--- config.mk ---
export PLATFORM = sky130hd
export DESIGN_NAME = dmem_bridge
export DESIGN_NICKNAME = d
export VERILOG_FILES = /design/src/rtl/dmem_bridge.sv
export SDC_FILE = /design/constraint.sdc
export NUM_CORES = 1
export LEC_CHECK = 0
export CAP_MARGIN = 20
export CORE_ASPECT_RATIO = 2
export CORE_MARGIN = 3
export CORE_UTILIZATION = 43
export DETAILED_ROUTE_END_ITERATION = 8
export HOLD_SLACK_MARGIN = 0.06
export PLACE_DENSITY = 0.81
export SKIP_CTS_REPAIR_TIMING = 1
export SLEW_MARGIN = 10
export SYNTH_ARGS = -nofsm -noshare
export SYNTH_HDL_FRONTEND = slang
export SYNTH_SLANG_ARGS = --single-unit
--- constraint.sdc ---
create_clock -name clk -period 2.48 [get_ports clk]
set_input_delay 0.248 -clock clk [delete_from_list [all_inputs] [get_ports clk]]
set_output_delay 0.248 -clock clk [all_outputs]
set_load 0.01 [all_outputs]
--- src/rtl/dmem_bridge.sv ---
// MEM-stage to word bus bridge: one outstanding access, stalls the
// pipeline until ack, error or timeout, then holds the result for WB.
module dmem_bridge #(
  parameter int unsigned TIMEOUT_CYCLES = 255
) (
  input  logic        clk,
  input  logic        cpu_rst_n,
  input  logic        mem_ren,
  input  logic        mem_wen,
  input  logic [31:0] mem_addr,
  input  logic [31:0] mem_dout,
  input  logic        mem_advance,
  output logic [31:0] mem_din,
  output logic        mem_stall,
  output logic        mem_err,
  output logic [1:0]  mem_err_code,
  output logic        bus_req,
  output logic        bus_we,
  output logic [31:0] bus_addr,
  output logic [31:0] bus_wdata,
  input  logic        bus_ack,
  input  logic        bus_err,
  input  logic [31:0] bus_rdata
);

  typedef enum logic [1:0] {
    IDLE,
    REQ,
    DONE
  } state_e;

  localparam logic [7:0] CntLast = 8'(TIMEOUT_CYCLES - 1);

  state_e      state_q;
  logic [7:0]  cnt_q;
  logic        we_q;
  logic [31:0] addr_q;
  logic [31:0] wdata_q;
  logic [31:0] data_q;
  logic [1:0]  code_q;

  logic acc;
  logic in_req;
  logic in_done;

  assign acc     = mem_ren | mem_wen;
  assign in_req  = (state_q == REQ);
  assign in_done = (state_q == DONE);

  always_ff @(posedge clk or negedge cpu_rst_n) begin
    if (!cpu_rst_n) begin
      state_q <= IDLE;
      cnt_q   <= '0;
      we_q    <= 1'b0;
      addr_q  <= '0;
      wdata_q <= '0;
      data_q  <= '0;
      code_q  <= '0;
    end else begin
      unique case (state_q)
        IDLE: begin
          if (acc) begin
            if (mem_addr[1:0] == 2'b00) begin
              state_q <= REQ;
              we_q    <= mem_wen;
              addr_q  <= {mem_addr[31:2], 2'b00};
              wdata_q <= mem_dout;
              cnt_q   <= '0;
            end else begin
              state_q <= DONE;
              code_q  <= 2'd1;
              data_q  <= '0;
            end
          end
        end
        REQ: begin
          if (bus_ack) begin
            state_q <= DONE;
            code_q  <= bus_err ? 2'd3 : 2'd0;
            data_q  <= (bus_err || we_q) ? '0 : bus_rdata;
          end else if (cnt_q == CntLast) begin
            state_q <= DONE;
            code_q  <= 2'd2;
            data_q  <= '0;
          end else if (cnt_q != 8'hFF) begin
            cnt_q <= cnt_q + 8'd1;
          end
        end
        DONE: begin
          // a held access is never reissued; only advance or flush leaves
          if (mem_advance || !acc) begin
            state_q <= IDLE;
          end
        end
        default: state_q <= IDLE;
      endcase
    end
  end

  assign mem_stall    = in_req | ((state_q == IDLE) & acc);
  assign mem_din      = in_done ? data_q : '0;
  assign mem_err      = in_done & (code_q != 2'd0);
  assign mem_err_code = in_done ? code_q : 2'd0;

  assign bus_req   = in_req;
  assign bus_we    = in_req & we_q;
  assign bus_addr  = in_req ? addr_q : '0;
  assign bus_wdata = in_req ? wdata_q : '0;

endmodule
[After elaboration in Yosys (flattened, before gate mapping)]
Cells that the tools add are included.
Word-level totals
  flip-flop bits (word level): 107
  bits in latches: 0
  RAM bits: 0
  memory bits (read-only): 0
  bits of input ports: 103
  output and inout port bits: 102
  word-level logic and storage cells: 63
  memories: 0
Operators by class
  $add $sub $neg: 1
  multiply operators: 0
  divide/modulo/power cells: 0
  order comparisons: 0
  eq/ne operators: 12
  shift operators: 0
  multiplexer cells: 27
  bitwise gates (word level): 5
  reductions and logical operators: 11
Operators by type and width (number)
  32-bit 2-to-1 mux: 8
  32-bit one-hot mux with 2 select lines: 1
  8-bit 2-to-1 mux: 5
  2-bit 2-to-1 mux: 10
  8-bit one-hot mux with 2 select lines: 1
  2-bit inequality test (second input constant): 5
  8-bit by 1-bit adder with 8-bit output (second input constant): 1
  8-bit equality test (second input constant): 1
  8-bit inequality test (second input constant): 1
  2-bit one-hot mux with 3 select lines: 1
  3-bit AND reduction: 2
  6-bit AND reduction: 1
  2-bit zero test: 2
  2-bit by 1-bit inequality test with 1-bit output (second input constant): 2
  2-bit one-hot mux with 2 select lines: 1
  4-bit AND reduction: 1
  2-bit nonzero test: 2
  1-bit AND: 3
  3-bit by 2-bit inequality test with 1-bit output (second input constant): 1
  2-bit by 1-bit equality test with 1-bit output (second input constant): 1
  2-bit equality test (second input constant): 1
  1-bit logical OR: 2
  1-bit bitwise OR: 2
  1-bit zero test: 1

[Longest topological paths before layout]
Gate-level depths: netlist of run 1.
  depth in word-level cells: 5
  gate-level depth with buffers: 7
  depth with buffers taken out: 6

[Least setup slack after synthesis of run 1]
Ideal clock, no wire load.
  path type: reg-to-reg
  start: register state_q[0]
  end: register cnt_q[7]
  setup time: 79 ps
  arrival time: 1643 ps
  data required time: 2401 ps
  setup slack: 758 ps
  cell stages (with the launch flop): 5
  buffers on the path: 0
  clock period less this slack: 1722 ps
  path through: dfrtp_1 > or3_4 > a211o_1 > nor4_1 > mux2i_1
On the way
  cells in the longest elaborated chain, start to end: 3
  elaborated cells on any way between the ends: 10
  those cells by class: eq/ne (6); mux (1); reduce/logical (3)
Ends and longest elaborated chain
  from (decl): line 34  | state_e state_q;
  from (signal assigned): line 52  | state_q <= IDLE;
  from (signal assigned): line 64  | state_q <= REQ;
  from (signal assigned): line 70  | state_q <= DONE;
  2-bit by 1-bit equality test with 1-bit output or 2-bit zero test (tied branches): line 60  | unique case (state_q)
  2-bit by 1-bit inequality test with 1-bit output (no line), or another cell as far along
  6-bit AND reduction (no line)
  to (signal assigned): line 86  | cnt_q <= cnt_q + 8'd1;
  to (decl): line 35  | logic [7:0] cnt_q;
Parallel ways exist; a longest one is shown, timed or not.
A chain may end at the register's enable or synchronous reset.

[Final worst setup path of run 1]
  start: register state_q[1]
  end: output port bus_addr[12]
On the way
  cells in the longest elaborated chain, start to end: 2
Ends and longest elaborated chain
  2-bit by 1-bit equality test with 1-bit output: line 47  | assign in_req = (state_q == REQ);
  32-bit 2-to-1 mux: line 107  | assign bus_addr = in_req ? addr_q : '0;
  to (decl): line 19  | output logic [31:0] bus_addr,
No other way between the ends.

==> results of run 1 <==
## critical path, stage by stage, from the launching register on
cell and delay (ns):
sky130_fd_sc_hd__dfrtp_1 0.47, sky130_fd_sc_hd__nand2b_1 0.21, sky130_fd_sc_hd__inv_2 0.14, sky130_fd_sc_hd__buf_12 0.19, sky130_fd_sc_hd__and2_1 0.17, sky130_fd_sc_hd__clkdlybuf4s50_1 0.57
## sequential cells by signal, indices dropped and copies added, names as in the netlist
| register | cells |
|---|---|
| addr_q | 30 |
| cnt_q | 8 |
| code_q | 2 |
| data_q | 32 |
| state_q | 2 |
| wdata_q | 32 |
| we_q | 1 |
## worst max path at each step
stage                start      endpoint  depth (start not counted)
2_1_floorplan   state_q[0]      cnt_q[7]                          4
3_3_place_gp   mem_addr[1]      cnt_q[3]                          5
3_5_place_dp   mem_addr[1]      cnt_q[3]                          5
4_1_cts         state_q[1]  bus_addr[12]                          5
5_1_grt         state_q[1]  bus_addr[12]                          5
6_report        state_q[1]  bus_addr[12]                          5
## cell families (layout without fill, tap and decap cells)
kind of cell,after synthesis,in the layout,synth area share
AOI/OAI and AO/OA,47,47,0.0819
muxes,68,68,0.154
buffers and inverters,33,238,0.0358
adders and majority gates,2,2,0.00508
other,1,2,0.000762
and+or+nand+nor,143,143,0.178
DFF,107,107,0.544
## cell usage in the layout (no fill, tap or decap), types with 2 or more instances in the layout
cell type / instances
sky130_fd_sc_hd__buf_12: 4
sky130_fd_sc_hd__o21ai_0: 3
sky130_fd_sc_hd__clkdlybuf4s50_1: 201
sky130_fd_sc_hd__nor4_1: 5
sky130_fd_sc_hd__mux2_2: 62
sky130_fd_sc_hd__nand3_1: 2
sky130_fd_sc_hd__and2_1: 99
sky130_fd_sc_hd__a22o_1: 33
sky130_fd_sc_hd__o211ai_1: 2
sky130_fd_sc_hd__clkinv_2: 3
sky130_fd_sc_hd__or2_2: 2
sky130_fd_sc_hd__mux2i_1: 6
sky130_fd_sc_hd__inv_6: 2
sky130_fd_sc_hd__ha_1: 2
sky130_fd_sc_hd__nand4_1: 4
sky130_fd_sc_hd__a21oi_1: 3
sky130_fd_sc_hd__nor2_1: 4
sky130_fd_sc_hd__dfrtp_1: 107
sky130_fd_sc_hd__clkbuf_16: 10
sky130_fd_sc_hd__nand2b_1: 5
sky130_fd_sc_hd__inv_1: 7
sky130_fd_sc_hd__nand2_1: 10
sky130_fd_sc_hd__buf_4: 8
sky130_fd_sc_hd__conb_1: 2
sky130_fd_sc_hd__and3_1: 3
## power breakdown
part | internal (mW) | switching, mW
Combinational | 0.774 | 0.466
Clock | 0.677 | 0.619
Sequential | 2.23 | 0.243
Total | 3.68 | 1.33
## final cells by class
| type | instances | area [sq um] | share of cell area |
|---|---|---|---|
| clock buffer | 9 | 225 | 0.0303 |
| clock inverter | 6 | 40.0 | 0.00539 |
| inverter | 8 | 30.0 | 0.00404 |
| multi-input combinational | 262 | 2090 | 0.282 |
| sequential | 107 | 2680 | 0.361 |
| tap | 140 | 175 | 0.0236 |
| timing repair buffer | 215 | 2190 | 0.295 |
## per-layer routing
metal / wire length [um] / track usage / vias to the layer above
li1: - / - / 1778
met1: 4450 / 0.208 / 1852
met2: 7300 / 0.385 / 158
met3: 1230 / 0.0664 / 17
met4: 272 / 0.0753 / 0
met5: 0 / 0 / -
==> impl_metrics.env, run 1 <==
export IMPL_nFillCells=863
export IMPL_critical_path_startpoint_type="flop"
export IMPL_timing_worst_setup_path_type="reg -> out"
export IMPL_post_synth_main_area_contributors="sky130_fd_sc_hd__dfrtp_1 (54%), sky130_fd_sc_hd__mux2_2 (14%), sky130_fd_sc_hd__and2_1 (13%), sky130_fd_sc_hd__a22o_1 (5.9%), sky130_fd_sc_hd__mux2i_1 (1.2%)"
export IMPL_rr_worst_depth=5
export IMPL_ys_dominant_reg_cell="sky130_fd_sc_hd__dfrtp_1"
export IMPL_floorplan_die_area_sq_um=12800
export IMPL_grt_start_max_net_pins=72
export IMPL_syn_cell_area_sq_um=4920
export IMPL_worst_ir_drop_vdd_uv=464
export IMPL_clk_insertion_delay_late_ns=0.34
export IMPL_synthMostInstantiatedCell="sky130_fd_sc_hd__dfrtp_1"
export IMPL_crit_end_category="output port"
export IMPL_post_placement_cell_count=730
export IMPL_diodes=0
export IMPL_synth_top_cell_area_share=0.544
export IMPL_dp_worst_setup_slack_ns=0.401
export IMPL_timing_final_setup_violations=0
export IMPL_clock_tree_from_tritoncts="done"
export IMPL_ys_async_sr_fraction=1.00
export IMPL_total_number_of_vias=3805
export IMPL_num_rows=54
export IMPL_final_setup_tns_ns=0
export IMPL_power_mw=5.01
export IMPL_worst_setup_hold_path_clk_slew_ns=0.07
export IMPL_ys_warn_count=0
export IMPL_dpl_hpwl_mm=9.67
export IMPL_drive_gt1_frac=0.165
export IMPL_timing_fmax_mhz=423
export IMPL_maxCapViolations=0
export IMPL_grt_setup_unrepaired="false"
export IMPL_synth_seq_cells=107
export IMPL_nets=708
export IMPL_number_of_routed_nets_with_antenna_violations=0
export IMPL_die_h_um=157
export IMPL_r2r_startpoint="state_q[1]"
export IMPL_syn_instance_count=401
export IMPL_finalHoldWorstSlack_ns=0.374
export IMPL_rr_endpoint="cnt_q[0]"
export IMPL_sequential_fraction_of_the_synthesis_area=0.544
export IMPL_grtUsageTotal=0.207
export IMPL_port_buffers=202
export IMPL_post_route_period_util=0.952
export IMPL_required_ns=2.23
export IMPL_max_slew_worst_pin_slew_ns=0.628
export IMPL_first_iter_violations=152
export IMPL_synth_cell_type_count=38
export IMPL_tritoncts_buffers=9
export IMPL_maxSlewViolCount=0
export IMPL_initial_antenna_violation_count=0
export IMPL_detailedRoute_firstPassIterationCount=4
export IMPL_leakage_nw=3.17
export IMPL_hp_class="in -> async"
export IMPL_crit_path_max_fanout=35
export IMPL_start_util=0.447
export IMPL_layout_core_utilization=0.674
export IMPL_power_density_nw_per_um2=674
export IMPL_post_layout_instance_area_sq_um=7430
export IMPL_wire_length_of_the_first_global_routing_pass_mm=20.5
export IMPL_h_tree_level_count=3
export IMPL_grt_overflow_total=0
export IMPL_status="finished clean"
export IMPL_max_slew_margin=0.578
export IMPL_post_drt_via_cell_ratio=5.09
export IMPL_ctsRootBufferMaster="sky130_fd_sc_hd__clkbuf_16"
export IMPL_fin_skew_ns=0.0106
export IMPL_finish_cell_count_without_fillers=747
export IMPL_cp_data_arrival_time_ns=2.11
export IMPL_via_count_of_the_first_global_routing_pass=4209
export IMPL_number_of_synthesized_flops_with_an_enable_pin=0
export IMPL_clock_sinks=107
export IMPL_boundaryPins=205
export IMPL_timing_final_hold_violations=0
export IMPL_core_area_sq_um=11000
export IMPL_remaining_drc_errors=0
export IMPL_areaGrowthSynthToFinish_pct=50.9
export IMPL_post_synth_top_area_cell="sky130_fd_sc_hd__dfrtp_1"
export IMPL_place_gp_congestion=0.867
export IMPL_post_dp_cell_area_sq_um=7120
export IMPL_fp_dieW_um=81.7
export IMPL_clock_tree_buffer_depth=2
export IMPL_wl_cell_um=17.7
export IMPL_finalCriticalPeriod_ns=2.36
export IMPL_wirelength_mm=13.3
export IMPL_r2r_setup_slack_ns=0.52
export IMPL_setup_slack_ns=0.118
export IMPL_syn_mean_instance_area_sq_um=12.3
export IMPL_post_synth_most_frequent_cells="sky130_fd_sc_hd__dfrtp_1 (107), sky130_fd_sc_hd__and2_1 (99), sky130_fd_sc_hd__mux2_2 (62)"
(Power assumes the default switching activity.)
==> inputs of run 2 (changes only) <==
--- a/config.mk
+++ b/config.mk
@@ -12,6 +12,7 @@
 export DETAILED_ROUTE_END_ITERATION = 8
 export HOLD_SLACK_MARGIN = 0.06
 export PLACE_DENSITY = 0.81
+export SETUP_SLACK_MARGIN = 0.1
 export SKIP_CTS_REPAIR_TIMING = 1
 export SLEW_MARGIN = 10
 export SYNTH_ARGS = -nofsm -noshare
==> run 2 against run 1 <==
Effect of this change: core utilization grew 0.43 points; clock skew shrank 0.00054 ns; first-iteration DRC count is 26% lower; non-clock buffer count increased by 3; global-route usage stayed put.
==> impl_metrics.env, run 2 (same netlist as run 1, synthesis figures left out) <==
export IMPL_post_placement_cell_count=730
export IMPL_grt_setup_unrepaired="false"
export IMPL_clkPwrFrac=0.258
export IMPL_fp_dieW_um=81.7
export IMPL_critical_path_startpoint_type="flop"
export IMPL_clk_insertion_delay_late_ns=0.34
export IMPL_grtUsageTotal=0.207
export IMPL_tritoncts_buffers=9
export IMPL_grt_util_met1=0.208
export IMPL_timing_final_hold_violations=0
export IMPL_leakage_nw=3.19
export IMPL_core_area_sq_um=11000
export IMPL_h_tree_level_count=3
export IMPL_ctsRootBufferMaster="sky130_fd_sc_hd__clkbuf_16"
export IMPL_crit_end_category="output port"
export IMPL_post_layout_instance_area_sq_um=7470
export IMPL_timing_fmax_mhz=434
export IMPL_finish_cell_count_without_fillers=750
export IMPL_dpl_hpwl_mm=9.67
export IMPL_port_buffers=202
export IMPL_areaGrowthSynthToFinish_pct=51.8
export IMPL_timing_final_setup_violations=0
export IMPL_maxSlewViolCount=0
export IMPL_diodes=0
export IMPL_place_gp_congestion=0.867
export IMPL_post_route_period_util=0.929
export IMPL_status="finished clean"
export IMPL_power_combinational_fraction=0.252
export IMPL_clock_tree_buffer_depth=2
export IMPL_num_rows=54
export IMPL_initial_antenna_violation_count=0
export IMPL_detailedRoute_firstPassIterationCount=4
export IMPL_die_h_um=157
export IMPL_finalCriticalPeriod_ns=2.30
export IMPL_remaining_drc_errors=0
export IMPL_layout_core_utilization=0.679
export IMPL_final_common_cell="sky130_fd_sc_hd__clkdlybuf4s50_1"
export IMPL_switching_share=0.266
export IMPL_via_count_of_the_first_global_routing_pass=4209
export IMPL_clock_sinks=107
export IMPL_p_seq_frac=0.491
export IMPL_post_drt_via_cell_ratio=5.09
export IMPL_maxCapViolations=0
export IMPL_post_dp_cell_area_sq_um=7120
export IMPL_fin_skew_ns=0.0100
export IMPL_reg_top3="data_q x32, wdata_q x32, addr_q x30"
export IMPL_total_number_of_vias=3819
export IMPL_boundaryPins=205
export IMPL_clock_tree_from_tritoncts="done"
export IMPL_required_ns=2.23
export IMPL_max_slew_margin=0.582
export IMPL_start_util=0.447
export IMPL_crit_path_max_fanout=18
export IMPL_first_iter_violations=113
export IMPL_nets=711
export IMPL_grt_start_max_net_pins=72
export IMPL_hp_class="in -> async"
export IMPL_floorplan_die_area_sq_um=12800
export IMPL_drive_gt1_frac=0.170
export IMPL_wirelength_mm=13.6
export IMPL_max_slew_worst_pin_slew_ns=0.621
export IMPL_number_of_routed_nets_with_antenna_violations=0
export IMPL_cp_data_arrival_time_ns=2.06
export IMPL_power_density_nw_per_um2=673
export IMPL_timing_worst_setup_path_type="reg -> out"
export IMPL_worst_ir_drop_vdd_uv=463
export IMPL_nFillCells=858
export IMPL_busiest_layer="met2"
export IMPL_final_setup_tns_ns=0
export IMPL_worst_setup_hold_path_clk_slew_ns=0.07
export IMPL_met2_resource_use_gr=0.385
export IMPL_internal_power_mw=3.69
export IMPL_r2r_setup_slack_ns=0.54
export IMPL_wl_cell_um=18.2
export IMPL_grt_overflow_total=0
export IMPL_layout_common_cells="sky130_fd_sc_hd__clkdlybuf4s50_1 (201), sky130_fd_sc_hd__dfrtp_1 (106), sky130_fd_sc_hd__and2_1 (99)"
export IMPL_switchingPower_mw=1.34
export IMPL_met3_usage=0.0664
export IMPL_wire_length_of_the_first_global_routing_pass_mm=20.5
run 2: through the flow:
stage / setup WS (ns) / hold slack, ns / power, mW
detailed placement: 0.401 / 0.194 / 3.75
global placement: 0.420 / 0.194 / 3.66
global route: 0.0977 / 0.404 / 5.32
finish: 0.175 / 0.375 / 5.03
CTS: 0.0519 / -0.178 / 5.07
floorplan: 0.758 / -0.0476 / 3.13
run 2: area by class of cell:
class	count	area [sq um]	area share
Sequential cell	107	2680	0.358
Timing Repair Buffer	218	2230	0.299
Multi-Input combinational cell	262	2090	0.280
Clock buffer	9	225	0.0301
Tap cell	140	175	0.0234
Clock inverter	6	40.0	0.00536
Inverter	8	32.5	0.00435
run 2: power by group through the flow:
stage | Sequential, mW | Clock [mW] | Combinational [mW]
after floorplan | 2.41 | 0 | 0.726
after global placement | 2.46 | 0 | 1.20
after detailed placement | 2.51 | 0 | 1.24
after CTS | 2.47 | 1.35 | 1.25
after global routing | 2.53 | 1.41 | 1.38
final | 2.47 | 1.30 | 1.27
run 2: worst max-delay path, stage by stage (launching register included):
cell and delay (ns):
sky130_fd_sc_hd__dfrtp_2 0.46, sky130_fd_sc_hd__nand2b_1 0.21, sky130_fd_sc_hd__inv_4 0.15, sky130_fd_sc_hd__buf_12 0.16
sky130_fd_sc_hd__and2_1 0.16, sky130_fd_sc_hd__clkdlybuf4s50_1 0.56
run 2: per-layer routing:
| metal | vias to the layer above | wire length [um] |
|---|---|---|
| met1 | 1861 | 4640 |
| met3 | 17 | 1200 |
| met5 | - | 0 |
| li1 | 1783 | - |
| met2 | 158 | 7520 |
| met4 | 0 | 271 |
run 2: path summary, 6_finish.rpt:
check                      startpoint      endpoint  cells after the start
setup / recovery           state_q[1]  bus_addr[12]                      5
hold / removal              cpu_rst_n    data_q[26]                      2
setup reg to reg           state_q[1]      cnt_q[0]                      5
hold reg to reg             data_q[8]     data_q[8]                      1
max in group asynchronous   cpu_rst_n    wdata_q[0]                      3
min in group clk            data_q[8]     data_q[8]                      1
==> inputs of run 3 (changes only) <==
==> constraint.sdc (replaced) <==
create_clock -name clk -period 2.4 [get_ports clk]
set_input_delay 0.24 -clock clk [delete_from_list [all_inputs] [get_ports clk]]
set_output_delay 0.24 -clock clk [all_outputs]
set_load 0.01 [all_outputs]
==> run 3 against run 2 <==
Effect of this change: critical path depth did not move; die area did not move; final area rose by 0.90%; via count rose by 2.0%; global-route usage fell by 0.32 points; critical path type unchanged.
==> impl_metrics.env, run 3 (same netlist as run 1, synthesis figures left out) <==
export IMPL_status="finished clean"
export IMPL_power_mw=5.34
export IMPL_clock_sinks=107
export IMPL_worst_setup_hold_path_clk_slew_ns=0.07
export IMPL_crit_path_max_fanout=17
export IMPL_layout_core_utilization=0.685
export IMPL_cp_data_arrival_time_ns=2.00
export IMPL_finalHoldWorstSlack_ns=0.491
export IMPL_power_density_nw_per_um2=708
export IMPL_maxSlewViolCount=0
export IMPL_p_seq_frac=0.482
export IMPL_boundaryPins=205
export IMPL_initial_antenna_violation_count=0
export IMPL_clk_insertion_delay_late_ns=0.34
export IMPL_internal_power_mw=3.93
export IMPL_reg_top3="data_q x32, wdata_q x32, addr_q x30"
export IMPL_clock_tree_buffer_depth=2
export IMPL_diodes=0
export IMPL_fin_skew_ns=0.00845
export IMPL_dpl_hpwl_mm=9.66
export IMPL_wl_cell_um=18.3
export IMPL_power_combinational_fraction=0.245
export IMPL_post_layout_instance_area_sq_um=7540
export IMPL_areaGrowthSynthToFinish_pct=53.2
export IMPL_start_util=0.447
export IMPL_port_buffers=202
export IMPL_grt_setup_unrepaired="true"
export IMPL_nets=710
export IMPL_timing_final_setup_violations=0
export IMPL_die_h_um=157
export IMPL_ctsRootBufferMaster="sky130_fd_sc_hd__clkbuf_16"
export IMPL_leakage_nw=3.41
export IMPL_post_placement_cell_count=730
export IMPL_critical_path_startpoint_type="flop"
export IMPL_grtUsageTotal=0.204
export IMPL_wire_length_of_the_first_global_routing_pass_mm=20.2
export IMPL_switching_share=0.263
export IMPL_h_tree_level_count=3
export IMPL_core_area_sq_um=11000
export IMPL_nFillCells=787
export IMPL_number_of_routed_nets_with_antenna_violations=0
export IMPL_drive_gt1_frac=0.169
export IMPL_finish_cell_count_without_fillers=750
export IMPL_timing_fmax_mhz=446
export IMPL_total_number_of_vias=3896
export IMPL_floorplan_die_area_sq_um=12800
export IMPL_detailedRoute_firstPassIterationCount=4
export IMPL_max_slew_worst_pin_slew_ns=0.675
export IMPL_crit_end_category="output port"
export IMPL_max_slew_margin=0.546
export IMPL_timing_final_hold_violations=0
export IMPL_grt_start_max_net_pins=108
export IMPL_switchingPower_mw=1.40
export IMPL_tritoncts_buffers=9
export IMPL_via_count_of_the_first_global_routing_pass=4111
export IMPL_timing_worst_setup_path_type="reg -> out"
export IMPL_remaining_drc_errors=0
export IMPL_fp_dieW_um=81.7
export IMPL_place_gp_congestion=0.857
export IMPL_worst_ir_drop_vdd_uv=422
export IMPL_post_drt_via_cell_ratio=5.19
export IMPL_maxCapViolations=0
export IMPL_wirelength_mm=13.7
export IMPL_required_ns=2.16
export IMPL_grt_overflow_total=0
export IMPL_clkPwrFrac=0.273
export IMPL_num_rows=54
export IMPL_post_route_period_util=0.935
export IMPL_clock_tree_from_tritoncts="done"
export IMPL_layout_common_cells="sky130_fd_sc_hd__clkdlybuf4s50_1 (190), sky130_fd_sc_hd__dfrtp_1 (106), sky130_fd_sc_hd__and2_1 (99)"
export IMPL_final_common_cell="sky130_fd_sc_hd__clkdlybuf4s50_1"
export IMPL_first_iter_violations=185
export IMPL_finalCriticalPeriod_ns=2.24
export IMPL_hp_class="reg -> reg"
export IMPL_post_dp_cell_area_sq_um=7140
## run 3: power by group through the flow
stage / clock [mW] / sequential, mW / combinational (mW)
3_3_place_gp: 0 / 2.55 / 1.23
4_1_cts: 1.50 / 2.56 / 1.29
5_1_grt: 1.57 / 2.63 / 1.42
2_1_floorplan: 0 / 2.49 / 0.750
3_5_place_dp: 0 / 2.60 / 1.29
6_report: 1.46 / 2.57 / 1.31
## run 3: worst max-delay path: stages (launching register included)
cell	delay, ns
sky130_fd_sc_hd__dfrtp_2	0.47
sky130_fd_sc_hd__nand2b_4	0.17
sky130_fd_sc_hd__inv_4	0.12
sky130_fd_sc_hd__buf_6	0.21
sky130_fd_sc_hd__and2_1	0.15
sky130_fd_sc_hd__clkdlybuf4s50_1	0.53
## run 3: layout make-up
cell class	instances	area, sq um	area share
Sequential cell	107	2680	0.355
Clock inverter	5	60.1	0.00796
Timing Repair Buffer	217	2260	0.300
Inverter	8	32.5	0.00431
Multi-Input combinational cell	262	2100	0.278
Clock buffer	11	233	0.0309
Tap cell	140	175	0.0232
## run 3: worst paths after layout
check / endpoint / from / cells past startpoint / slack [ns]
setup / recovery: bus_addr[18] / state_q[1] / 5 / 0.16
hold / removal: data_q[24] / data_q[24] / 1 / 0.49
setup reg to reg: cnt_q[0] / state_q[1] / 5 / 0.47
hold reg to reg: data_q[24] / data_q[24] / 1 / 0.49
max in group asynchronous: addr_q[13] / cpu_rst_n / 3 / 1.46
min in group asynchronous: data_q[30] / cpu_rst_n / 3 / 0.52
## run 3: per-stage QoR
step / setup TNS, ns / setup WS (ns)
floorplan: 0 / 0.678
global placement: 0 / 0.323
detailed placement: 0 / 0.284
CTS: -0.0181 / -0.00961
global route: 0 / 0.0908
finish: 0 / 0.156
## run 3: layer usage
layer  vias up  wire length [um]  track usage
met5         -                 0            0
met4         0               231       0.0705
met3        18              1190       0.0624
met2       168              7570        0.374
met1      1911              4720        0.214
li1       1799                 -            -
==> RTL change 1 (settings of run 3) <==
The 3 states of `state_e` get a one-hot encoding in 3 bits.
--- a/src/rtl/dmem_bridge.sv
+++ b/src/rtl/dmem_bridge.sv
@@ -23,10 +23,10 @@
   input  logic [31:0] bus_rdata
 );
 
-  typedef enum logic [1:0] {
-    IDLE,
-    REQ,
-    DONE
+  typedef enum logic [2:0] {
+    IDLE = 3'b001,
+    REQ  = 3'b010,
+    DONE = 3'b100
   } state_e;
 
   localparam logic [7:0] CntLast = 8'(TIMEOUT_CYCLES - 1);
Check against the original RTL: same outputs for any inputs over 10 cycles, from zero or initial values and one cycle with cpu_rst_n low; not proved beyond that.
==> RTL change 1 against run 3 <==
- the run now ends with setup timing left
- synthesized area is 3.0% higher
- critical endpoint is now bus_addr[25]
- critical path depth stayed put
- design area is 2.5% higher
- sequential cell count is 1 higher
- sequential power is 7.8% higher
- routed wire length is 4.5% higher
- total power is 9.2% higher
- non-clock buffer count is 3 higher
- setup slack worse by 270 ps
- global-route usage is 0.74 points higher
- synthesized cell count is 2.7% higher
- final cell count is 2.1% higher
==> RTL change 1: results <==
export IMPL_clockBufferDepth=2
export IMPL_cp_arrival_ps=2280
export IMPL_use_met1=0.219
export IMPL_hold_class="in -> async"
export IMPL_timing_reg2reg_setup_slack_ps=370
export IMPL_setup_worst_path_end="bus_addr[25]"
export IMPL_ys_top_cells_by_count="107 x dfrtp_1, 97 x and2_1, 54 x mux2_2, 33 x a22o_1, 10 x clkbuf_1"
export IMPL_grt_antenna_before_repair=1
export IMPL_grt_max_degree=66
export IMPL_wl_per_cell_um=18.7
export IMPL_drt_first_iter_violations=220
export IMPL_vias_per_cell=5.27
export IMPL_dpl_cell_area_um2=7250
export IMPL_ys_seq_area_frac=0.533
export IMPL_finClkSkew_ps=9.53
export IMPL_period_share=1.05
export IMPL_grt_use_met3=0.0549
export IMPL_failed_checks="setup timing"
export IMPL_ys_types=48
export IMPL_slew_headroom=0.650
export IMPL_worst_slack_ps=-116
export IMPL_gp_congestion=0.886
export IMPL_max_stage_delay_ps=550
export IMPL_cts_made_buffers=9
export IMPL_grt_pass1_wl_mm=21.4
export IMPL_grt_pass1_vias=4290
export IMPL_grt_use_total=0.211
export IMPL_status="complete, but fails checks"
export IMPL_worstPathMaxFanout=16
export IMPL_htreeDepth=3
export IMPL_setup_violations=13
export IMPL_reg2reg_to="cnt_q[1]$_DFFE_PN0P_"
export IMPL_p_leak_nw=4.13
export IMPL_nNetsFinal=723
export IMPL_ir_drop_mv=0.504
export IMPL_drive_gt1_frac=0.173
export IMPL_r2r_start="state_q[2]$_DFFE_PN0P_"
## RTL change 1: through the flow
stage / instances / hold slack (ps) / power [W] / setup TNS [ps] / worst slack (ps)
after floorplan: 413 / -55.6 / 0.00377 / 0 / 492
final: 766 / 340 / 0.00583 / -1220 / -116
after global routing: 766 / 373 / 0.00616 / -2500 / -157
after CTS: 759 / -207 / 0.00586 / -4260 / -111
after detailed placement: 743 / 168 / 0.00446 / 0 / 236
after global placement: 743 / 161 / 0.00435 / 0 / 281
## RTL change 1: layout make-up
| class | instances | area (um2) |
|---|---|---|
| Clock buffer | 10 | 229 |
| Clock inverter | 6 | 47.5 |
| Timing Repair Buffer | 220 | 2360 |
| Fill cell | 873 | 3700 |
| Inverter | 10 | 41.3 |
| Multi-Input combinational cell | 269 | 2170 |
| Antenna cell | 1 | 2.50 |
| Sequential cell | 108 | 2700 |
| Tap cell | 142 | 178 |
## RTL change 1: where the power goes
part	internal [W]	switching, W
clock	0.000714	0.000675
combinational	0.000990	0.000674
sequential	0.00244	0.000335
## RTL change 1: logic make-up (layout without fill, tap and decap cells)
group / count (synthesis) / in the layout / synth area share
AOI/OAI and AO/OA: 64 / 64 / 0.106
muxes: 64 / 64 / 0.149
and+or+nand+nor: 137 / 137 / 0.166
DFF: 108 / 108 / 0.533
adders and majority gates: 2 / 2 / 0.00493
buffers and inverters: 36 / 246 / 0.0415
other: 1 / 3 / 0.000739
## RTL change 1: layer usage
metal	up-vias	wire, um
met5	-	0
met4	0	503
met3	35	1050
met2	167	7920
met1	1979	4860
li1	1855	-
==> RTL change 2 (flow settings as in run 3) <==
Without the edit above. Change the parameter `TIMEOUT_CYCLES` from 255 to 127.
--- a/src/rtl/dmem_bridge.sv
+++ b/src/rtl/dmem_bridge.sv
@@ -1,7 +1,7 @@
 // MEM-stage to word bus bridge: one outstanding access, stalls the
 // pipeline until ack, error or timeout, then holds the result for WB.
 module dmem_bridge #(
-  parameter int unsigned TIMEOUT_CYCLES = 255
+  parameter int unsigned TIMEOUT_CYCLES = 127
 ) (
   input  logic        clk,
   input  logic        cpu_rst_n,
Function: no difference found for any inputs over 10 cycles, from zero or initial values and one cycle with cpu_rst_n low; that may be too few to reach the edited logic, so the function may still have changed.
==> RTL change 2 against run 3 <==
- sequential cell count unchanged
- setup slack about the same
- routed wire length increased by 3.0%
- first-iteration DRC count decreased by 5.9%
- hold slack got worse by 66 ps
- synthesized area decreased by 0.51%
- non-clock buffer count increased by 1
- final cell count increased by 16%
- total power decreased by 7.3%
- sequential share of layout area increased by 0.36 points
- critical path depth unchanged
- via count increased by 12%
- largest power group unchanged
- design area decreased by 1.0%
==> RTL change 2: results <==
export IMPL_grt_use_met3=0.0487
export IMPL_r2r_worst_path_cells=7
export IMPL_grt_use_total=0.220
export IMPL_clkCellAreaFrac=0.0359
export IMPL_avgSynthCellArea_um2=9.26
export IMPL_post_place_ws_ps=306
export IMPL_grt_use_met2=0.394
export IMPL_first_pass_iters=5
export IMPL_routedLengthMet1_mm=5.17
export IMPL_p_leak_nw=3.93
export IMPL_use_met1=0.244
export IMPL_status="completed"
export IMPL_dpl_cell_count=849
export IMPL_clkbuf_count=10
export IMPL_grt_pass1_wl_mm=21.8
export IMPL_synth_area_um2=4900
export IMPL_hold_depth=3
export IMPL_ys_top_cells_by_count="195 x nand2_1, 107 x dfrtp_1, 98 x and2_1, 33 x a22o_1, 18 x clkbuf_1"
export IMPL_multi_input_cells=380
export IMPL_gp_congestion=0.801
export IMPL_max_stage_delay_ps=560
export IMPL_nNetsFinal=829
export IMPL_n_fill_cell=881
export IMPL_ys_seq_area_frac=0.547
export IMPL_nNonClkBuffers=218
export IMPL_hpwlAfterDp_mm=10.1
export IMPL_seq_share=0.359
==> RTL change 2: cell types whose count changed in the layout (fill, tap and decap cells not counted), sizes merged, moves of 3 or more <==
cell	delta
a31oi	+4
a21oi	+4
dlymetal6s2s	+14
nor4	-3
nand2	+185
mux2	-62
clkdlybuf4s50	-14
==> RTL change 2: how the worst max path moves through the flow <==
| stage | slack [ps] | cells past startpoint | start | to |
|---|---|---|---|---|
| finish | 160 | 5 | state_q[1]$_DFFE_PN0P_ | bus_addr[23] |
| global route | 80 | 4 | state_q[0]$_DFFE_PN0P_ | mem_din[24] |
| CTS | 3 | 4 | state_q[1]$_DFFE_PN0P_ | mem_din[24] |
| detailed placement | 310 | 6 | mem_addr[1] | addr_q[22]$_DFFE_PN0P_ |
| global placement | 400 | 4 | state_q[1]$_DFFE_PN0P_ | mem_din[24] |
| floorplan | 470 | 8 | cnt_q[0]$_DFFE_PN0P_ | data_q[11]$_DFFE_PN0P_ |
==> RTL change 2: where the power goes <==
| part | leakage, nW | total (W) | internal, W | switching (W) |
|---|---|---|---|---|
| clock | 0.129 | 0.00135 | 0.000706 | 0.000646 |
| sequential | 1.39 | 0.00245 | 0.00222 | 0.000223 |
| combinational | 2.41 | 0.00115 | 0.000577 | 0.000568 |
==> RTL change 2: cells by family (layout without fill, tap and decap cells) <==
| kind of cell | after synthesis | in the layout | synth area share |
|---|---|---|---|
| fa+ha+maj | 2 | 2 | 0.00511 |
| simple gates | 314 | 314 | 0.301 |
| xor+xnor | 1 | 1 | 0.00179 |
| buf+inv | 43 | 241 | 0.0442 |
| compound gates | 57 | 57 | 0.0925 |
| flops | 107 | 107 | 0.547 |
| other cells | 1 | 2 | 0.000766 |
| mux | 4 | 4 | 0.00818 |
